[src/rtl/fm_pkg.sv]
// Shared constants for the FM operator sequencer and datapath.
// Stage encodings here are the single source of truth for both blocks.
package fm_pkg;
    localparam int NUM_OPS = 36;
    localparam int STAGES  = 3;
    localparam int ACC_W   = 19;
    localparam int OP_W    = 6;
    localparam int RES_W   = 13;

    typedef enum logic [1:0] {
        ST_LOGSIN = 2'd0,
        ST_EXP    = 2'd1,
        ST_RESULT = 2'd2
    } stage_e;

    typedef enum logic {
        SEQ_IDLE = 1'b0,
        SEQ_RUN  = 1'b1
    } seq_state_e;

    function automatic logic signed [ACC_W-1:0] sext_result(input logic [RES_W-1:0] r);
        return {{(ACC_W-RES_W){r[RES_W-1]}}, r};
    endfunction
endpackage

[src/rtl/fm_mix_sat.sv]
// Clamp a signed mix accumulator to 13 bits, then scale by 8 to 16-bit audio.
// Purely combinational; zero latency, no flow control.
module fm_mix_sat
    import fm_pkg::*;
(
    input  logic signed [ACC_W-1:0] acc_i,
    output logic signed [15:0]      sat_o
);
    localparam logic signed [ACC_W-1:0] LIM_HI = ACC_W'(4095);
    localparam logic signed [ACC_W-1:0] LIM_LO = ACC_W'(-4096);

    logic signed [12:0] clamped;

    always_comb begin
        if (acc_i > LIM_HI) begin
            clamped = 13'h0FFF;
        end else if (acc_i < LIM_LO) begin
            clamped = 13'h1000;
        end else begin
            clamped = acc_i[12:0];
        end
    end

    assign sat_o = {clamped, 3'b000};
endmodule

[src/rtl/fm_op_sequencer.sv]
// Steps the shared FM operator datapath through every slot once per sample tick
// and mixes carrier results into saturated left/right audio at frame end.
module fm_op_sequencer
    import fm_pkg::*;
(
    input  logic             clk,
    input  logic             reset,
    input  logic             sample_tick,
    output logic [OP_W-1:0]  op_sel,
    output logic [1:0]       stage,
    output logic             op_done,
    input  logic [RES_W-1:0] op_result,
    input  logic             op_carrier,
    input  logic             ch_cha,
    input  logic             ch_chb,
    output logic             busy,
    output logic             frame_done,
    output logic             overrun,
    output logic [15:0]      audio_l,
    output logic [15:0]      audio_r
);
    seq_state_e              state_q;
    stage_e                  stage_q;
    logic [OP_W-1:0]         op_sel_q;
    logic                    op_done_q;
    logic                    busy_q;
    logic                    frame_done_q;
    logic                    overrun_q;
    logic [15:0]             audio_l_q;
    logic [15:0]             audio_r_q;
    logic signed [ACC_W-1:0] acc_l_q;
    logic signed [ACC_W-1:0] acc_r_q;
    logic signed [ACC_W-1:0] acc_l_d;
    logic signed [ACC_W-1:0] acc_r_d;
    logic signed [15:0]      sat_l;
    logic signed [15:0]      sat_r;
    logic                    last_slot;

    // acc_x_d already includes the current slot, so the final slot is mixed in before latching
    always_comb begin
        acc_l_d = acc_l_q;
        acc_r_d = acc_r_q;
        if (op_done_q && op_carrier) begin
            if (ch_cha) acc_l_d = acc_l_q + sext_result(op_result);
            if (ch_chb) acc_r_d = acc_r_q + sext_result(op_result);
        end
    end

    assign last_slot = op_done_q && (op_sel_q == OP_W'(NUM_OPS-1));

    fm_mix_sat u_sat_l (.acc_i(acc_l_d), .sat_o(sat_l));
    fm_mix_sat u_sat_r (.acc_i(acc_r_d), .sat_o(sat_r));

    always_ff @(posedge clk) begin
        if (reset) begin
            state_q      <= SEQ_IDLE;
            stage_q      <= ST_LOGSIN;
            op_sel_q     <= '0;
            op_done_q    <= 1'b0;
            busy_q       <= 1'b0;
            frame_done_q <= 1'b0;
            overrun_q    <= 1'b0;
            audio_l_q    <= '0;
            audio_r_q    <= '0;
            acc_l_q      <= '0;
            acc_r_q      <= '0;
        end else begin
            frame_done_q <= 1'b0;
            overrun_q    <= 1'b0;
            case (state_q)
                SEQ_IDLE: begin
                    if (sample_tick) begin
                        state_q   <= SEQ_RUN;
                        busy_q    <= 1'b1;
                        stage_q   <= ST_LOGSIN;
                        op_sel_q  <= '0;
                        op_done_q <= 1'b0;
                    end
                end
                SEQ_RUN: begin
                    // ticks are only honoured in IDLE; a dropped one is flagged
                    overrun_q <= sample_tick;
                    if (last_slot) begin
                        state_q      <= SEQ_IDLE;
                        busy_q       <= 1'b0;
                        stage_q      <= ST_LOGSIN;
                        op_sel_q     <= '0;
                        op_done_q    <= 1'b0;
                        frame_done_q <= 1'b1;
                        audio_l_q    <= sat_l;
                        audio_r_q    <= sat_r;
                        acc_l_q      <= '0;
                        acc_r_q      <= '0;
                    end else begin
                        acc_l_q <= acc_l_d;
                        acc_r_q <= acc_r_d;
                        case (stage_q)
                            ST_LOGSIN: begin
                                stage_q   <= ST_EXP;
                                op_done_q <= 1'b0;
                            end
                            ST_EXP: begin
                                stage_q   <= ST_RESULT;
                                op_done_q <= 1'b1;
                            end
                            default: begin
                                stage_q   <= ST_LOGSIN;
                                op_done_q <= 1'b0;
                                op_sel_q  <= op_sel_q + OP_W'(1);
                            end
                        endcase
                    end
                end
                default: state_q <= SEQ_IDLE;
            endcase
        end
    end

    assign op_sel     = op_sel_q;
    assign stage      = stage_q;
    assign op_done    = op_done_q;
    assign busy       = busy_q;
    assign frame_done = frame_done_q;
    assign overrun    = overrun_q;
    assign audio_l    = audio_l_q;
    assign audio_r    = audio_r_q;
endmodule

[config.mk]
export PLATFORM = sky130hd
export DESIGN_NAME = fm_op_sequencer
export DESIGN_NICKNAME = d
export VERILOG_FILES = /design/src/rtl/fm_pkg.sv /design/src/rtl/fm_mix_sat.sv /design/src/rtl/fm_op_sequencer.sv
export SDC_FILE = /design/constraint.sdc
export NUM_CORES = 1
export LEC_CHECK = 0
export ABC_AREA = 1
export CAP_MARGIN = 20
export CELL_PAD_IN_SITES_DETAIL_PLACEMENT = 1
export CELL_PAD_IN_SITES_GLOBAL_PLACEMENT = 1
export CORE_MARGIN = 3
export CORE_UTILIZATION = 36
export DETAILED_ROUTE_END_ITERATION = 8
export PLACE_DENSITY = 0.86
export RECOVER_POWER = 25
export SLEW_MARGIN = 20
export SYNTH_ARGS = -nofsm -noshare
export SYNTH_HDL_FRONTEND = slang
export SYNTH_SLANG_ARGS = --single-unit
[constraint.sdc]
create_clock -name clk -period 2.48 [get_ports clk]
set_input_delay 0.372 -clock clk [delete_from_list [all_inputs] [get_ports clk]]
set_output_delay 0.372 -clock clk [all_outputs]
set_load 0.02 [all_outputs]
==> results.toml <==
[run_status]
status = "finished, violations left"
violations = "setup timing"

[clocking]
path_clk_slew_ps = 70
cts-htree-levels = 3
cts_buffers = 9
ctsHoldBuffers = 0
clock-sinks = 77
cts_tree = "built"
clk_latency_ps = 370
clock_path_buffers = 2
clock-root-buffer = "clkbuf_16"

[synth]
synthMuxAreaShare = 0
synth_area_per_cell_sq_um = 5.99
yosysTopAreaCellShare = 0.271
synth_area_sq_um = 5830
synthFlopType = "dfxtp_1"
synth_top_family_by_area = "simple AND/OR/NAND/NOR gates"
ys_async_sr_fraction = 0
synth_simple_gate_area_frac = 0.399
synth.ff_latch_count = 77
synth_fa_ha_area_frac = 0.0863
synth-seq-area-share = 0.265
synth_top_area_cell = "nand2_1"
synth_cells = 973
synth_cell_types = 37
synth-edff-count = 0
ys_warn_count = 0
synth_xor_area_frac = 0.0286
synthTopCellsByArea = "nand2_1 (27%), dfxtp_1 (26%), ha_1 (7.9%)"
synth-compound-area-share = 0.123

[placement]
placed_cells = 1298
place_congestion = 0.926
pre_cts_ws_ps = -601
dpl.hpwl_microns = 16700
portBuffers = 56

[finish]
syn2layout_area_growth_pct = 43.6
antenna_cells = 0
final_util = 0.538
fin_cells = 1328
final_cell_mix = "nand2_1 (367), inv_1 (97), buf_4 (91)"
drive_above_1_share = 0.263
fillers = 2060
final_common_cell = "nand2_1"
final_net_count = 1170

[critical_path]
cp-start-kind = "register"
crit_path_max_fanout = 6
path_cells = "ha_4, fa_2, nand3_2, nand3_4, nand2_2, nand2_2, nand2_2, nand3b_1, nand2_1, nand2_1, nand2_1, nand2_1, nor2_1, nand2_1, a21oi_4, clkbuf_16, a21oi_1"
crit_buf_inv = 1
path_common_cell = "nand2_1"
cp_slowest_cell = "fa_2"
crit_family = "simple AND/OR/NAND/NOR gates"
critPathArrivalTime_ps = 2860
slowest_delay_ps = 400
required_ps = 2730
critical_path_class = "reg -> reg"
end_kind = "register"

[global_routing]
grt_usage = 0.271
grt_pass1_vias = 7530
grt-ovfl-total = 0
antenna_found_initial = 0
grt_start_max_net_pins = 44
grt_pass1_wl_microns = 38700

[timing]
final-setup-viol-count = 21
holdWs_ps = 451
worstMarginPinSlew_ps = 992
fin_ws_ps = -129
finalCritPeriodShare = 1.05
rsz0062_at_grt = "true"
maxSlewViolCount = 0
fin_tns_setup_ps = -1330
finalHoldViolCount = 0
max_slew_margin = 0.336
fin_crit_ps = 2610
skew_ps = 11.5
timing.fmax_mhz = 383

[drt]
met1_length_microns = 10300
wl_met3_microns = 1460
wl_met2_microns = 14300
routed_wl_microns = 28100
top_layer = "met4"
drc = 0
vias = 7358
drt-vias-per-instance = 5.54
firstDrtPassIters = 5
ant_nets = 0
first_iter_violations = 455
wire_per_inst_microns = 21.2

[floorplan]
core_region_area_sq_um = 15500
start_util = 0.375
die_x_microns = 133
fp-row-count = 45
die_area_sq_um = 17700
die_h_microns = 133
io_pins = 63

[power]
powerDensity_nw_per_um2 = 369
power.share.clock = 0.435
p_comb_frac = 0.159
seqPwrFrac = 0.406
p_switching_uw = 938
p_int_uw = 2140
leakagePower_uw = 0.00387
peakVddDrop_mv = 0.350
switching_share = 0.304

[run]
maxCapViolCount = 0

[worst_hold_path]
hold_path_class = "reg -> reg"
## layout make-up
type | instances | area (sq um) | share of cell area
flip-flops and latches | 77 | 1560 | 0.186
well taps | 211 | 264 | 0.0316
multi-input cells | 765 | 4500 | 0.538
repair buffers | 155 | 1360 | 0.163
clock inverters | 6 | 46.3 | 0.00553
inverters | 104 | 394 | 0.0471
clock buffers | 10 | 239 | 0.0286
## sequential cells by signal (all words and copies together) (netlist names)
name / count
busy: 1
frame_done: 1
acc_r_q: 19
overrun: 1
audio_r: 13
audio_l: 13
state_q: 1
op_sel: 6
acc_l_q: 19
stage: 2
op_done: 1
## what timing repair did
| item | in CTS | in global routing |
|---|---|---|
| cloned | 3 | 1 |
| endpoints found under the setup margin | 26 | 33 |
| buffers inserted | 2 | 8 |
| resized for setup | 64 | 126 |
| pin swaps | 14 | 46 |
## logic make-up after synthesis
logic type	Yosys count
AND/OR/NAND/NOR	565
buffers and inverters	138
other	1
adder cells (fa/ha/maj)	39
flip-flops	77
XOR/XNOR	19
AO/OA/AOI/OAI	134
## final timing paths
check,startpoint,end,slack (ps),cells after the start
setup / recovery,acc_l_q[0],audio_l[13],-130,17
hold / removal,audio_r[12],audio_r[12],450,2
setup reg to reg,acc_l_q[0],audio_l[13],-130,17
hold reg to reg,audio_r[12],audio_r[12],450,2
## power groups by stage
stage	Clock, uW	Sequential [uW]	Combinational (uW)
global route	1390	1250	523
floorplan	0	1280	212
CTS	1320	1250	432
detailed placement	0	1280	393
finish	1340	1250	490
global placement	0	1280	380
## worst min-delay path, stage by stage (launching register included)
cell	delay, ps
dfxtp_1	320
nand2_1	60
nand2_1	40
## cell usage after synthesis, types with 2 or more instances
cell type,count
a21oi_1,82
a21oi_2,8
and2_1,4
and3_1,2
buf_2,3
buf_4,7
buf_6,3
clkbuf_1,20
dfxtp_1,77
fa_1,2
ha_1,37
inv_1,101
inv_2,2
nand2_1,421
nand2_2,8
nand3_1,44
nand3_2,2
nand3b_1,6
nand4_1,6
nor2_1,45
nor2_2,5
nor3_1,8
nor3b_1,2
o21ai_0,38
o21bai_1,2
or2_1,2
or2_2,9
xnor2_1,16
xor2_1,3
## metal layers
metal  up-vias  GRT usage
li1       3346          -
met1      3567      0.291
met2       304      0.486
met3       141     0.0597
met4         0      0.166
met5         -          0
## metrics by stage
step | area [sq um] | power [uW]
2_1_floorplan | 5840 | 1500
3_3_place_gp | 7180 | 1660
3_5_place_dp | 7180 | 1670
4_1_cts | 7860 | 3000
5_1_grt | 8360 | 3160
6_report | 8360 | 3080
No activity file was read; power rests on OpenSTA's default activity.
